**src/rtl/noc_pkg.sv**
```systemverilog
// Shared NoC definitions for the neuron-side local port.
//   DEFAULT_PACKET_SIZE / DEFAULT_FLIT_SIZE : default packet and flit widths
//   DEST_X_MSB / DEST_Y_MSB / PAYLOAD_MSB   : spike packet header field offsets
//   tx_state_t                              : serializer state encoding
//   make_packet()                           : assemble a spike packet from its fields
package noc_pkg;

   localparam int DEFAULT_PACKET_SIZE = 32;
   localparam int DEFAULT_FLIT_SIZE   = 4;

   localparam int DEST_X_MSB  = 31;
   localparam int DEST_Y_MSB  = 23;
   localparam int PAYLOAD_MSB = 15;

   typedef enum logic {
      IDLE = 1'b0,
      SEND = 1'b1
   } tx_state_t;

   function automatic logic [31:0] make_packet(input logic [7:0]  dest_x,
                                               input logic [7:0]  dest_y,
                                               input logic [15:0] payload);
      logic [31:0] pkt;
      pkt = '0;
      pkt[DEST_X_MSB -: 8]   = dest_x;
      pkt[DEST_Y_MSB -: 8]   = dest_y;
      pkt[PAYLOAD_MSB -: 16] = payload;
      return pkt;
   endfunction

endpackage

```
**src/rtl/sync_packet_fifo.sv**
```systemverilog
// Single-clock packet FIFO with first-word-fall-through read data.
//   clk, rst_n : clock, async active-low reset (empties the FIFO)
//   wr_en      : push wr_data (ignored when full)
//   rd_en      : pop head (ignored when empty); rd_data always shows the head
//   count      : entries held, 0..DEPTH
//   empty/full : status from registered pointers
module sync_packet_fifo #(
   parameter int WIDTH = 32,
   parameter int DEPTH = 4,
   localparam int AW   = $clog2(DEPTH)
) (
   input  logic             clk,
   input  logic             rst_n,
   input  logic             wr_en,
   input  logic [WIDTH-1:0] wr_data,
   input  logic             rd_en,
   output logic [WIDTH-1:0] rd_data,
   output logic [AW:0]      count,
   output logic             empty,
   output logic             full
);

   logic [WIDTH-1:0] mem [DEPTH];
   // extra MSB on each pointer separates full from empty when the indices match
   logic [AW:0]      wr_ptr;
   logic [AW:0]      rd_ptr;
   logic             do_wr;
   logic             do_rd;

   assign count   = wr_ptr - rd_ptr;
   assign empty   = (count == '0);
   assign full    = (count == (AW+1)'(DEPTH));
   assign do_wr   = wr_en && !full;
   assign do_rd   = rd_en && !empty;
   assign rd_data = mem[rd_ptr[AW-1:0]];

   always_ff @(posedge clk or negedge rst_n) begin
      if (!rst_n) begin
         wr_ptr <= '0;
         rd_ptr <= '0;
      end else begin
         if (do_wr) wr_ptr <= wr_ptr + 1'b1;
         if (do_rd) rd_ptr <= rd_ptr + 1'b1;
      end
   end

   always_ff @(posedge clk) begin
      if (do_wr) mem[wr_ptr[AW-1:0]] <= wr_data;
   end

endmodule

```
**src/rtl/spike_flit_serializer.sv**
```systemverilog
// Neuron-side transmit path: buffers spike packets and serialises each one
// into flits (most-significant flit first) for the router local input.
//   clk, rst_n    : neuron clock, async active-low reset
//   packet_in     : spike packet {dest X, dest Y, axon payload}
//   packet_valid  : write request, one packet per high cycle
//   packet_ready  : FIFO has a free slot this cycle
//   flit_out      : flit to router local_in (0 when not sending)
//   wr_req_out    : flit write strobe to router write_en_local
//   router_full   : router local input buffer full
//   busy          : packets queued or a packet in flight
//   drop_cnt      : saturating count of packets offered while full
//
// state | meaning
// ------+----------------------------------------------------------
// IDLE  | no packet in flight; loads the FIFO head when one exists
// SEND  | shift_reg holds the packet, top flit presented to router
module spike_flit_serializer
   import noc_pkg::*;
#(
   parameter int PACKET_SIZE    = DEFAULT_PACKET_SIZE,
   parameter int FLIT_SIZE      = DEFAULT_FLIT_SIZE,
   parameter int FIFO_DEPTH     = 4,
   parameter int DROP_CNT_WIDTH = 8
) (
   input  logic                      clk,
   input  logic                      rst_n,
   input  logic [PACKET_SIZE-1:0]    packet_in,
   input  logic                      packet_valid,
   output logic                      packet_ready,
   output logic [FLIT_SIZE-1:0]      flit_out,
   output logic                      wr_req_out,
   input  logic                      router_full,
   output logic                      busy,
   output logic [DROP_CNT_WIDTH-1:0] drop_cnt
);

   localparam int NUM_FLITS = PACKET_SIZE / FLIT_SIZE;
   localparam int CW        = (NUM_FLITS > 1) ? $clog2(NUM_FLITS) : 1;
   localparam int FAW       = $clog2(FIFO_DEPTH);
   localparam logic [CW-1:0] LAST_FLIT = CW'(NUM_FLITS - 1);

   tx_state_t              state;
   tx_state_t              state_nxt;
   logic [PACKET_SIZE-1:0] shift_reg;
   logic [CW-1:0]          flit_cnt;
   logic [PACKET_SIZE-1:0] fifo_rd_data;
   logic [FAW:0]           fifo_count;
   logic                   fifo_empty;
   logic                   fifo_full;
   logic                   pop;
   logic                   flit_accept;

   // ready comes from registered occupancy, so a pop never frees a slot
   // for a push in the same cycle
   assign packet_ready = !fifo_full;
   assign busy         = (fifo_count != '0) || (state == SEND);

   sync_packet_fifo #(
      .WIDTH (PACKET_SIZE),
      .DEPTH (FIFO_DEPTH)
   ) u_fifo (
      .clk     (clk),
      .rst_n   (rst_n),
      .wr_en   (packet_valid),
      .wr_data (packet_in),
      .rd_en   (pop),
      .rd_data (fifo_rd_data),
      .count   (fifo_count),
      .empty   (fifo_empty),
      .full    (fifo_full)
   );

   always_ff @(posedge clk or negedge rst_n) begin
      if (!rst_n) state <= IDLE;
      else        state <= state_nxt;
   end

   // wr_req_out gates registered state with router_full only, so a full
   // router never receives a write
   always_comb begin
      state_nxt   = state;
      pop         = 1'b0;
      flit_accept = 1'b0;
      flit_out    = '0;
      case (state)
         IDLE: begin
            if (!fifo_empty) begin
               pop       = 1'b1;
               state_nxt = SEND;
            end
         end
         SEND: begin
            flit_out    = shift_reg[PACKET_SIZE-1 -: FLIT_SIZE];
            flit_accept = !router_full;
            if (flit_accept && (flit_cnt == LAST_FLIT)) begin
               if (!fifo_empty) pop       = 1'b1;
               else             state_nxt = IDLE;
            end
         end
         default: state_nxt = IDLE;
      endcase
   end

   assign wr_req_out = flit_accept;

   always_ff @(posedge clk or negedge rst_n) begin
      if (!rst_n) begin
         shift_reg <= '0;
         flit_cnt  <= '0;
      end else if (pop) begin
         shift_reg <= fifo_rd_data;
         flit_cnt  <= '0;
      end else if (flit_accept) begin
         shift_reg <= shift_reg << FLIT_SIZE;
         flit_cnt  <= flit_cnt + 1'b1;
      end
   end

   always_ff @(posedge clk or negedge rst_n) begin
      if (!rst_n) begin
         drop_cnt <= '0;
      end else if (packet_valid && !packet_ready && (drop_cnt != '1)) begin
         drop_cnt <= drop_cnt + 1'b1;
      end
   end

endmodule

```
**config.mk**
```make
export PLATFORM = sky130hd
export DESIGN_NAME = spike_flit_serializer
export DESIGN_NICKNAME = d
export VERILOG_FILES = /design/src/rtl/noc_pkg.sv /design/src/rtl/sync_packet_fifo.sv /design/src/rtl/spike_flit_serializer.sv
export SDC_FILE = /design/constraint.sdc
export NUM_CORES = 1
export LEC_CHECK = 0
export ABC_AREA = 1
export ABC_CLOCK_PERIOD_IN_PS = 6010
export CAP_MARGIN = 5
export CORE_MARGIN = 4
export CORE_UTILIZATION = 60
export DETAILED_ROUTE_END_ITERATION = 8
export PLACE_DENSITY_LB_ADDON = 0.2
export RECOVER_POWER = 100
export SETUP_SLACK_MARGIN = 0.5
export SYNTH_ARGS = -nofsm -noshare
export SYNTH_HDL_FRONTEND = slang
export SYNTH_SLANG_ARGS = --single-unit
```
**constraint.sdc**
```tcl
create_clock -name clk -period 6.01 [get_ports clk]
set_input_delay 0.601 -clock clk [delete_from_list [all_inputs] [get_ports clk]]
set_output_delay 0.601 -clock clk [all_outputs]
set_load 0.005 [all_outputs]
```
==> summary.txt, run 1 <==
Setup path
  – CP max stage cell: nand2_1
  – Worst r2r dst: u_fifo.rd_ptr[1]
  – Reg2reg setup slack: 2.07 ns
  – WP buf/inv: 4
  – Critical path class: in -> out
  – Critical path origin: router_full
  – R2r worst-path depth: 7
  – Worst Setup EP: wr_req_out
  – Reg2Reg Launch Point: flit_cnt[0]
  – Worst EP required: 5.41 ns
  – CP arrival: 3.42 ns
  – Cell family with most CP delay: buffers and inverters
  – Slowest cell delay on critical path: 1.36 ns
  – Crit-path cells: clkdlybuf4s50_1, inv_1, nand2_1, inv_1, clkdlybuf4s50_1
  – CP Max Fanout: 63
  – Critical Path Stages: 5
  – CP Capture Type: output port
  – Startpoint type of the worst setup path: input port

Timing
  – Setup TNS: 0 ns
  – Worst Skew: 0.0134 ns
  – Final setup fails: 0
  – Min Hold Slack: 0.513 ns
  – Hold Vio Cnt, Final: 0
  – Fmax: 249 MHz
  – Max-slew violations: 279
  – Final min period: 4.02 ns
  – Rel. slew slack: -82.0%
  – Period utilization: 66.8%
  – Worst-margin pin slew: 2.73 ns
  – Unrepaired setup endpoints after global routing: false

Synth
  – Avg Cell Area, Syn: 11.0 um2
  – Area leader, netlist: edfxtp_1
  – Syn nets: 734
  – Mapped cell area: 0.00760 mm2
  – Post-Synthesis Cells: 688
  – #FFs+latches synth: 178
  – Top cell type's share of synthesized area: 50.6%
  – EDFF count, synth: 128
  – Netlist cell types: 28
  – Post-synthesis async set-or-reset flop share: 28.1%
  – Syn. warnings: 0
  – Top cells by area, synth: edfxtp_1 (51%), dfrtp_1 (16%), nand3_1 (5.9%)
  – Seq/Total Area, Yosys: 67.1%
  – Top_reg_cell synth: edfxtp_1

Clock tree
  – Clk sinks: 178
  – H-Tree Depth: 4
  – Max Root-Sink Buffers: 2
  – Setup Fix Bufs, Post-CTS: 0
  – CTS tree: built
  – Hold_buf cts: 0
  – Worst-Skew Late Latency: 0.42 ns
  – Clock transition at path regs: 0.06 ns
  – Root buf cell: clkbuf_16
  – PostCTS Resize Cnt: 0
  – CTS Buf Count: 17

Routing
  – Routed Antenna Nets: 0
  – Pre-antenna DRT Iters: 7
  – DRC: 0
  – Vias per inst: 5.67
  – Initial DRC Count: 423
  – Avg WL per Cell: 16.6 um
  – Total Routed Length: 15100 um
  – Vias: 5135

Place
  – Final HPWL DP: 8660 um
  – RD Place Congestion: 0.780
  – Port bufs: 50
  – Placed inst area: 0.00814 mm2

Cells and area
  – Fill count: 906
  – FF/Latch Area: 0.00510 mm2
  – ANT cells: 0
  – P&R area growth vs syn: 13.1%
  – Multi-input logic area: 0.00201 mm2
  – Core Util, Final: 70.4%
  – Max FFs per register: 128
  – Layout cells sized above 1: 4.88%
  – Final #Nets: 773
  – Final Cell Area: 0.00859 mm2

Power
  – Power Density: 466 mW/mm2
  – Net Sw Frac: 34.8%
  – Internal: 2.61 mW
  – Total Power: 4.01 mW
  – Combinational share of power: 30.5%
  – Clk pwr share: 24.8%
  – NetSw: 1.39 mW
  – Peak supply drop: 302 uV
  – Seq pwr share: 44.7%
  – Leakage: 3.28 nW

Die
  – Die height: 121 um
  – Overall die width: 121 um
  – Number of I/O pins: 51
  – Row count: 40
  – Full die area: 0.0145 mm2
  – Core area: 0.0122 mm2
  – Initial Util: 62.2%

GRT
  – First-pass GRT wire length: 24300 um
  – Total global routing overflow: 0
  – Initial antenna violation count: 0
  – All-Layer GR Usage: 21.7%
  – Largest net degree at the start of global routing: 67
  – Vias in the first global route: 4982

Job
  – Maximum Capacitance Violations: 6

Hold path
  – Worst hold path class: reg -> reg

Outcome
  – Status: complete, but fails checks
  – Failing checks: max-capacitance violations, max-slew violations
-- layout make-up --
cell class | count | area share (%)
Clock buffer | 20 | 5.08
Tap cell | 168 | 2.45
Sequential cell | 178 | 59.3
Multi-Input combinational cell | 413 | 23.3
Timing Repair Buffer | 59 | 6.29
Inverter | 58 | 2.53
Clock inverter | 10 | 1.02
-- worst min path at each step --
| stage | startpoint | end | slack (ns) | depth (start not counted) |
|---|---|---|---|---|
| after floorplan | rst_n | drop_cnt[0] | 0.31 | 0 |
| final | shift_reg[22] | shift_reg[22] | 0.51 | 2 |
| after global routing | shift_reg[23] | shift_reg[23] | 0.53 | 2 |
| after CTS | rst_n | shift_reg[12] | 0.30 | 2 |
| after global placement | shift_reg[1] | shift_reg[1] | 0.49 | 2 |
| after detailed placement | shift_reg[22] | shift_reg[22] | 0.50 | 2 |
-- through the flow --
stage               setup slack (ns)  std cells
floorplan                       2.61        688
global placement                2.75        876
detailed placement              2.71        876
CTS                             2.68        906
global route                    1.65        906
finish                          1.99        906
-- synth_stat cells, types with 5 or more instances --
cell type  instances
dfrtp_1           50
inv_1             55
nand2_1           85
ha_1              10
clkbuf_1          19
o22ai_1           32
buf_4              6
nand3_1           90
edfxtp_1         128
xnor2_1            5
nor2_1            99
o21ai_2            5
buf_6             10
o21ai_0           66
-- power by group through the flow --
stage          clock network [mW]  registers [mW]  logic (mW)
3_5_place_dp                    0            1.80        1.27
4_1_cts                      1.01            1.78        1.29
6_report                    0.995            1.79        1.22
3_3_place_gp                    0            1.78        1.22
5_1_grt                      1.07            1.82        1.38
2_1_floorplan                   0            1.78       0.927
-- cell families after synthesis --
| kind of cell | after synthesis | synth area share [%] |
|---|---|---|
| AOI/OAI and AO/OA | 111 | 8.12 |
| xor gates and xnor gates | 8 | 0.922 |
| adders and majority gates | 10 | 1.65 |
| buffers and inverters | 97 | 6.13 |
| DFF | 178 | 67.1 |
| and+or+nand+nor | 284 | 16.1 |
-- per-layer routing --
metal / global-route usage (%) / vias up / wire length [um]
met5: 0 / - / 0
met4: 9.99 / 0 / 314
met3: 4.58 / 21 / 710
met2: 35.6 / 142 / 7770
met1: 28.0 / 2522 / 6270
li1: - / 2450 / -
-- cells in the final DEF (no fill, tap or decap) --
cell | Yosys | final
edfxtp_1 | 128 | 128
nor2_1 | 99 | 96
nand3_1 | 90 | 91
nand2_1 | 85 | 89
o21ai_0 | 66 | 75
inv_1 | 55 | 56
dfrtp_1 | 50 | 49
dlygate4sd3_1 | 0 | 45
o22ai_1 | 32 | 32
clkbuf_16 | 0 | 17
ha_1 | 10 | 10
clkbuf_1 | 19 | 9
xnor2_1 | 5 | 5
clkdlybuf4s50_1 | 0 | 4
a21oi_1 | 3 | 3
nor2_2 | 0 | 3
xor2_1 | 3 | 3
clkinv_1 | 0 | 3
buf_4 | 6 | 3
inv_2 | 3 | 2
nand4_1 | 2 | 2
clkinvlp_4 | 0 | 2
inv_6 | 0 | 2
nand3_4 | 1 | 1
or2_2 | 1 | 1
nand3b_1 | 1 | 1
a21boi_1 | 1 | 1
clkinv_2 | 0 | 1
bufinv_16 | 0 | 1
clkinv_4 | 0 | 1
buf_2 | 3 | 1
dfrtp_2 | 0 | 1
-- tightest hold or removal path, cell delays in order (launching register included) --
cell and delay (ns):
dfrtp_1 0.34, nand3_1 0.07, nand3_1 0.06
(Power assumes the default switching activity.)
==> run 2: changes to the inputs <==
- ABC_CLOCK_PERIOD_IN_PS: 6010 -> 3300
- CORE_UTILIZATION: 60 -> 53
- clock period: 6.01 -> 3.3 ns (I/O delays scaled with it)
==> summary.txt, run 2 (same netlist as run 1, synthesis figures left out) <==
Outcome
  – Status: complete, but fails checks (unchanged)
  – Failing checks: max-capacitance violations, max-slew violations (unchanged)

Die
  – Row count: 43 (was 40)
  – Die height: 128 um (was 121 um)
  – Overall die width: 128 um (was 121 um)
  – Core area: 0.0139 mm2 (was 0.0122 mm2)
  – Number of I/O pins: 51 (unchanged)
  – Initial Util: 54.5% (was 62.2%)
  – Full die area: 0.0163 mm2 (was 0.0145 mm2)

Setup path
  – WP buf/inv: 1 (was 4)
  – Top cell by count, worst path: nand2_1
  – Worst EP required: 2.97 ns (was 5.41 ns)
  – Startpoint type of the worst setup path: register (was input port)
  – CP Capture Type: output port (unchanged)
  – CP Max Fanout: 5 (was 63)
  – Crit-path cells: ha_1, a21oi_1, nand2_1, nand2_1, nand2_1, dlygate4sd3_1 (was clkdlybuf4s50_1, inv_1, nand2_1, inv_1, clkdlybuf4s50_1)
  – CP max stage cell: dlygate4sd3_1 (was nand2_1)
  – Slowest cell delay on critical path: 0.61 ns (was 1.36 ns)
  – CP arrival: 2.47 ns (was 3.42 ns)
  – Cell family with most CP delay: buffers and inverters (unchanged)
  – Worst r2r dst: u_fifo.mem[3][24] (was u_fifo.rd_ptr[1])
  – Critical path class: reg -> out (was in -> out)
  – Reg2reg setup slack: 0.51 ns (was 2.07 ns)
  – Reg2Reg Launch Point: u_fifo.wr_ptr[1] (was flit_cnt[0])
  – R2r worst-path depth: 8 (was 7)

Power
  – Net Sw Frac: 34.4% (was 34.8%)
  – Peak supply drop: 510 uV (was 302 uV)
  – NetSw: 2.56 mW (was 1.39 mW)
  – Leakage: 3.35 nW (was 3.28 nW)
  – Combinational share of power: 31.0% (was 30.5%)
  – Seq pwr share: 43.5% (was 44.7%)
  – Internal: 4.88 mW (was 2.61 mW)
  – Power Density: 854 mW/mm2 (was 466 mW/mm2)
  – Clk pwr share: 25.5% (was 24.8%)

GRT
  – First-pass GRT wire length: 25300 um (was 24300 um)
  – Total global routing overflow: 0 (unchanged)
  – Largest net degree at the start of global routing: 67 (unchanged)
  – All-Layer GR Usage: 20.1% (was 21.7%)
  – Vias in the first global route: 4883 (was 4982)
  – Initial antenna violation count: 0 (unchanged)

Timing
  – Fmax: 357 MHz
  – Unrepaired setup endpoints after global routing: false (unchanged)
  – Max-slew violations: 69 (was 279)
  – Worst Skew: 0.00634 ns (was 0.0134 ns)
  – Period utilization: 85.0%
  – Final min period: 2.80 ns
  – Hold Vio Cnt, Final: 0 (unchanged)
  – Final setup margin: 0.496 ns (was 1.99 ns)
  – Final setup fails: 0 (unchanged)
  – Worst-margin pin slew: 2.16 ns (was 2.73 ns)
  – Rel. slew slack: -44.1% (was -82.0%)
  – Setup TNS: 0 ns (unchanged)

Clock tree
  – PostCTS Resize Cnt: 0 (unchanged)
  – Clock transition at path regs: 0.06 ns (about the same)
  – CTS tree: built (unchanged)
  – Root buf cell: clkbuf_16 (unchanged)
  – Max Root-Sink Buffers: 2 (unchanged)
  – Worst-Skew Late Latency: 0.42 ns (about the same)
  – CTS Buf Count: 17 (unchanged)
  – H-Tree Depth: 4 (unchanged)
  – Clk sinks: 178 (unchanged)

Hold path
  – Hold_sp: shift_reg[22] (unchanged)
  – Hold Crit Endpoint: shift_reg[22] (unchanged)
  – Worst hold path class: reg -> reg (unchanged)
  – Hold path depth: 2 (unchanged)

Cells and area
  – Post-Layout Cell Count: 925 (was 906)
  – Final Cell Area: 0.00871 mm2 (was 0.00859 mm2)
  – Most frequent cells in the layout: edfxtp_1 (128), nor2_1 (96), nand3_1 (91) (unchanged)
  – Max FFs per register: 128 (unchanged)
  – Layout cells sized above 1: 6.44% (was 4.88%)
  – Core Util, Final: 62.5% (was 70.4%)
  – P&R area growth vs syn: 14.6% (was 13.1%)
  – Commonest non-fill, non-tap cell in the layout: edfxtp_1 (unchanged)
  – Final #Nets: 778 (was 773)
  – ANT cells: 0 (unchanged)

Routing
  – Avg WL per Cell: 16.8 um (was 16.6 um)
  – DRC: 0 (unchanged)
  – Vias per inst: 5.56 (was 5.67)
  – Vias: 5145 (was 5135)
  – Pre-antenna DRT Iters: 7 (unchanged)
  – Initial DRC Count: 370 (was 423)
  – Routed Antenna Nets: 0 (unchanged)
  – WL met3: 783 um (was 710 um)
  – DR top layer: met4 (unchanged)
  – Metal-1 WL: 6810 um (was 6270 um)
  – Total Routed Length: 15600 um (was 15100 um)
  – Metal2 WL: 7770 um (about the same)

Place
  – Final HPWL DP: 8890 um (was 8660 um)
  – Placed cells: 891 (was 876)
  – Dpl ws: 0.740 ns (was 2.71 ns)
  – RD Place Congestion: 0.762 (was 0.780)
  – Placed inst area: 0.00817 mm2 (was 0.00814 mm2)
  – Port bufs: 50 (unchanged)

Job
  – Maximum Capacitance Violations: 2 (was 6)
run 2: changes by cell type in the layout (fill, tap and decap cells not counted), moves of 2 or more:
cell,before,now
clkinv_2,1,3
clkdlybuf4s50_1,4,2
nand2_2,0,2
clkbuf_2,0,2
buf_4,3,9
clkinvlp_4,2,0
inv_6,2,0
dlygate4sd3_1,45,47
nand2_1,89,86
clkbuf_8,0,3
run 2: worst max path at each step:
stage / depth (start not counted) / start / end
detailed placement: 7 / u_fifo.wr_ptr[0] / busy
CTS: 7 / u_fifo.wr_ptr[0] / busy
finish: 6 / u_fifo.wr_ptr[1] / packet_ready
global placement: 7 / u_fifo.wr_ptr[0] / busy
floorplan: 10 / u_fifo.rd_ptr[1] / u_fifo.mem[0][0]
global route: 8 / u_fifo.wr_ptr[1] / u_fifo.mem[3][28]
run 2: repair_timing:
action | 4_1_cts | 5_1_grt
hold buffers | 0 | 0
setup endpoints to repair | 1 | 0
setup buffers | 1 | 0
run 2: metrics by stage:
| step | hold WS [ns] | power (mW) |
|---|---|---|
| 2_1_floorplan | 0.0344 | 4.93 |
| 3_3_place_gp | 0.486 | 5.51 |
| 3_5_place_dp | 0.498 | 5.59 |
| 4_1_cts | 0.0553 | 7.57 |
| 5_1_grt | 0.533 | 7.91 |
| 6_report | 0.511 | 7.44 |
run 2: area by class of cell:
type                    instances  area, um2
clock buffers                  26        510
repair buffers                 63        579
fillers                      1133       5230
well taps                     180        225
multi-input cells             414       2030
inverters                      58        218
clock inverters                 6       52.6
flip-flops and latches        178       5100
run 2: power by group through the flow:
stage	sequential [mW]	combinational, mW	clock [mW]
2_1_floorplan	3.23	1.70	0
3_3_place_gp	3.26	2.25	0
3_5_place_dp	3.28	2.31	0
4_1_cts	3.24	2.40	1.94
5_1_grt	3.29	2.59	2.03
6_report	3.24	2.30	1.90
run 2: metal layers:
layer  global-route usage [%]  vias up
met4                     7.12        0
li1                         -     2454
met3                     3.42       15
met2                     33.4      149
met5                        0        -
met1                     26.8     2527
run 2: worst register-to-register path: cells and delay by family, from the launching register on:
family          cells  cell delay [ns]
compound gates      1             0.08
flops               1             0.43
simple gates        5             1.18
fa+ha+maj           1             0.34
buf+inv             1             0.41
==> run 3: changes to the inputs <==
- ABC_CLOCK_PERIOD_IN_PS: 3300 -> 2500
- clock period: 3.3 -> 2.5 ns (I/O delays scaled with it)
==> summary.txt, run 3 (same netlist as run 1, synthesis figures left out) <==
Routing
  – Avg WL per Cell: 18.3 um (was 16.8 um)
  – Vias: 5447 (was 5145)
  – DRC: 0 (unchanged)
  – Total Routed Length: 17500 um (was 15600 um)
  – Routed Antenna Nets: 0 (unchanged)
  – Initial DRC Count: 410 (was 370)
  – Pre-antenna DRT Iters: 5 (was 7)
  – Vias per inst: 5.69 (was 5.56)

Timing
  – Period utilization: 91.6%
  – Worst Skew: 0.00536 ns (was 0.00634 ns)
  – Rel. slew slack: 35.5% (was -44.1%)
  – Worst-margin pin slew: 0.967 ns (was 2.16 ns)
  – Unrepaired setup endpoints after global routing: true (was false)
  – Hold Vio Cnt, Final: 0 (unchanged)
  – Final setup fails: 0 (unchanged)
  – Setup TNS: 0 ns (unchanged)
  – Max-slew violations: 0 (was 69)
  – Fmax: 437 MHz
  – Final min period: 2.29 ns

Place
  – Placed inst area: 0.00832 mm2 (was 0.00817 mm2)
  – Port bufs: 50 (unchanged)
  – RD Place Congestion: 0.783 (was 0.762)
  – Final HPWL DP: 9270 um (was 8890 um)

Die
  – Core area: 0.0139 mm2 (unchanged)
  – Row count: 43 (unchanged)
  – Full die area: 0.0163 mm2 (unchanged)
  – Overall die width: 128 um (unchanged)
  – Number of I/O pins: 51 (unchanged)
  – Initial Util: 54.5% (unchanged)
  – Die height: 128 um (unchanged)

Cells and area
  – Most frequent cells in the layout: edfxtp_1 (128), nor2_1 (95), nand3_1 (91) (was edfxtp_1 (128), nor2_1 (96), nand3_1 (91))
  – FF/Latch Area: 0.00510 mm2 (about the same)
  – P&R area growth vs syn: 22.7% (was 14.6%)
  – Final #Nets: 810 (was 778)
  – Max FFs per register: 128 (unchanged)
  – Fill count: 1028 (was 1133)
  – Layout cells sized above 1: 12.2% (was 6.44%)
  – Commonest non-fill, non-tap cell in the layout: edfxtp_1 (unchanged)
  – Final Cell Area: 0.00932 mm2 (was 0.00871 mm2)
  – Multi-input logic area: 0.00212 mm2 (was 0.00203 mm2)
  – ANT cells: 0 (unchanged)

Clock tree
  – Max Root-Sink Buffers: 2 (unchanged)
  – H-Tree Depth: 4 (unchanged)
  – Clk sinks: 178 (unchanged)
  – CTS Buf Count: 17 (unchanged)
  – CTS tree: built (unchanged)
  – Worst-Skew Late Latency: 0.43 ns (was 0.42 ns)
  – Root buf cell: clkbuf_16 (unchanged)
  – Clock transition at path regs: 0.06 ns (about the same)

Power
  – Total Power: 10.9 mW (was 7.44 mW)
  – Peak supply drop: 604 uV (was 510 uV)
  – Leakage: 3.61 nW (was 3.35 nW)
  – Power Density: 1170 mW/mm2 (was 854 mW/mm2)

GRT
  – Largest net degree at the start of global routing: 67 (unchanged)
  – All-Layer GR Usage: 21.4% (was 20.1%)
  – First-pass GRT wire length: 26900 um (was 25300 um)
  – Vias in the first global route: 5317 (was 4883)
  – Total global routing overflow: 0 (unchanged)
  – Initial antenna violation count: 0 (unchanged)

Job
  – Maximum Capacitance Violations: 0 (was 2)

Setup path
  – Worst EP required: 2.65 ns (was 2.97 ns)
  – CP Capture Type: register (was output port)
  – R2r worst-path depth: 14 (was 8)
  – Startpoint type of the worst setup path: register (unchanged)
  – CP Max Fanout: 8 (was 5)
  – CP arrival: 2.43 ns (was 2.47 ns)
  – Critical path class: reg -> reg (was reg -> out)

Hold path
  – Worst hold path class: in -> async (was reg -> reg)

Outcome
  – Status: complete, no violations (was complete, but fails checks)
==> run 3: cell types whose count changed in the layout (fill, tap and decap cells not counted), sizes merged <==
| cell | change |
|---|---|
| buf | +29 |
| clkinvlp | +2 |
| nand3 | -1 |
| clkbuf | -1 |
| clkinv | +1 |
| dlygate4sd3 | -1 |
| bufinv | +2 |
| nand2 | +1 |
==> run 3: timing repair <==
item	in CTS	in global routing
gates resized for setup	29	8
endpoints found under the setup margin	150	163
gates cloned	3	5
pin swaps	7	4
hold buffers	1	0
setup buffers	17	4
endpoints found under the hold margin	13	0
==> run 3: critical path, stage by stage, from the launching register on <==
cell	delay (ns)
dfrtp_1	0.37
inv_1	0.12
ha_4	0.23
nand2_2	0.06
nand2_2	0.04
nand2_1	0.08
clkbuf_1	0.18
nand2_4	0.09
nand2_4	0.07
buf_6	0.12
nand2_8	0.06
nor2_4	0.21
buf_6	0.14
buf_6	0.10
buf_16	0.12
==> run 3: path summary, 6_finish.rpt <==
path | end | slack (ns) | from
setup / recovery | u_fifo.mem[3][18] | 0.21 | u_fifo.rd_ptr[1]
hold / removal | state | 0.43 | rst_n
setup reg to reg | u_fifo.mem[3][18] | 0.21 | u_fifo.rd_ptr[1]
hold reg to reg | shift_reg[3] | 0.50 | shift_reg[3]
max in group asynchronous | shift_reg[19] | 0.64 | rst_n
min in group clk | shift_reg[3] | 0.50 | shift_reg[3]
==> run 3: power by group <==
part | switching, mW | leakage [nW] | internal (mW) | total (mW)
logic | 2.43 | 1.49 | 1.54 | 3.96
registers | 0.304 | 1.83 | 3.97 | 4.28
clock network | 1.06 | 0.278 | 1.56 | 2.62
==> run 3: stage by stage <==
step	utilization, %	setup WS (ns)	hold WS [ns]	instances
2_1_floorplan	-	0.249	-0.0456	688
3_3_place_gp	59.7	0.331	0.170	895
3_5_place_dp	59.7	0.259	0.174	895
4_1_cts	66.0	0.404	0.258	948
5_1_grt	66.9	0.139	0.506	957
6_report	66.9	0.211	0.429	957
==> run 3: per-layer routing <==
metal  wire, um  vias up  GRT usage [%]
li1           -     2524              -
met1       7260     2690           27.1
met2       8890      198           36.2
met3        977       35           4.71
met4        416        0           7.87
met5          0        -              0
==> run 3: layout make-up <==
type	count	area share, %
Sequential cell	178	54.7
Clock inverter	11	1.48
Tap cell	180	2.42
Multi-Input combinational cell	414	22.7
Timing Repair Buffer	95	11.6
Clock buffer	21	4.73
Inverter	58	2.34
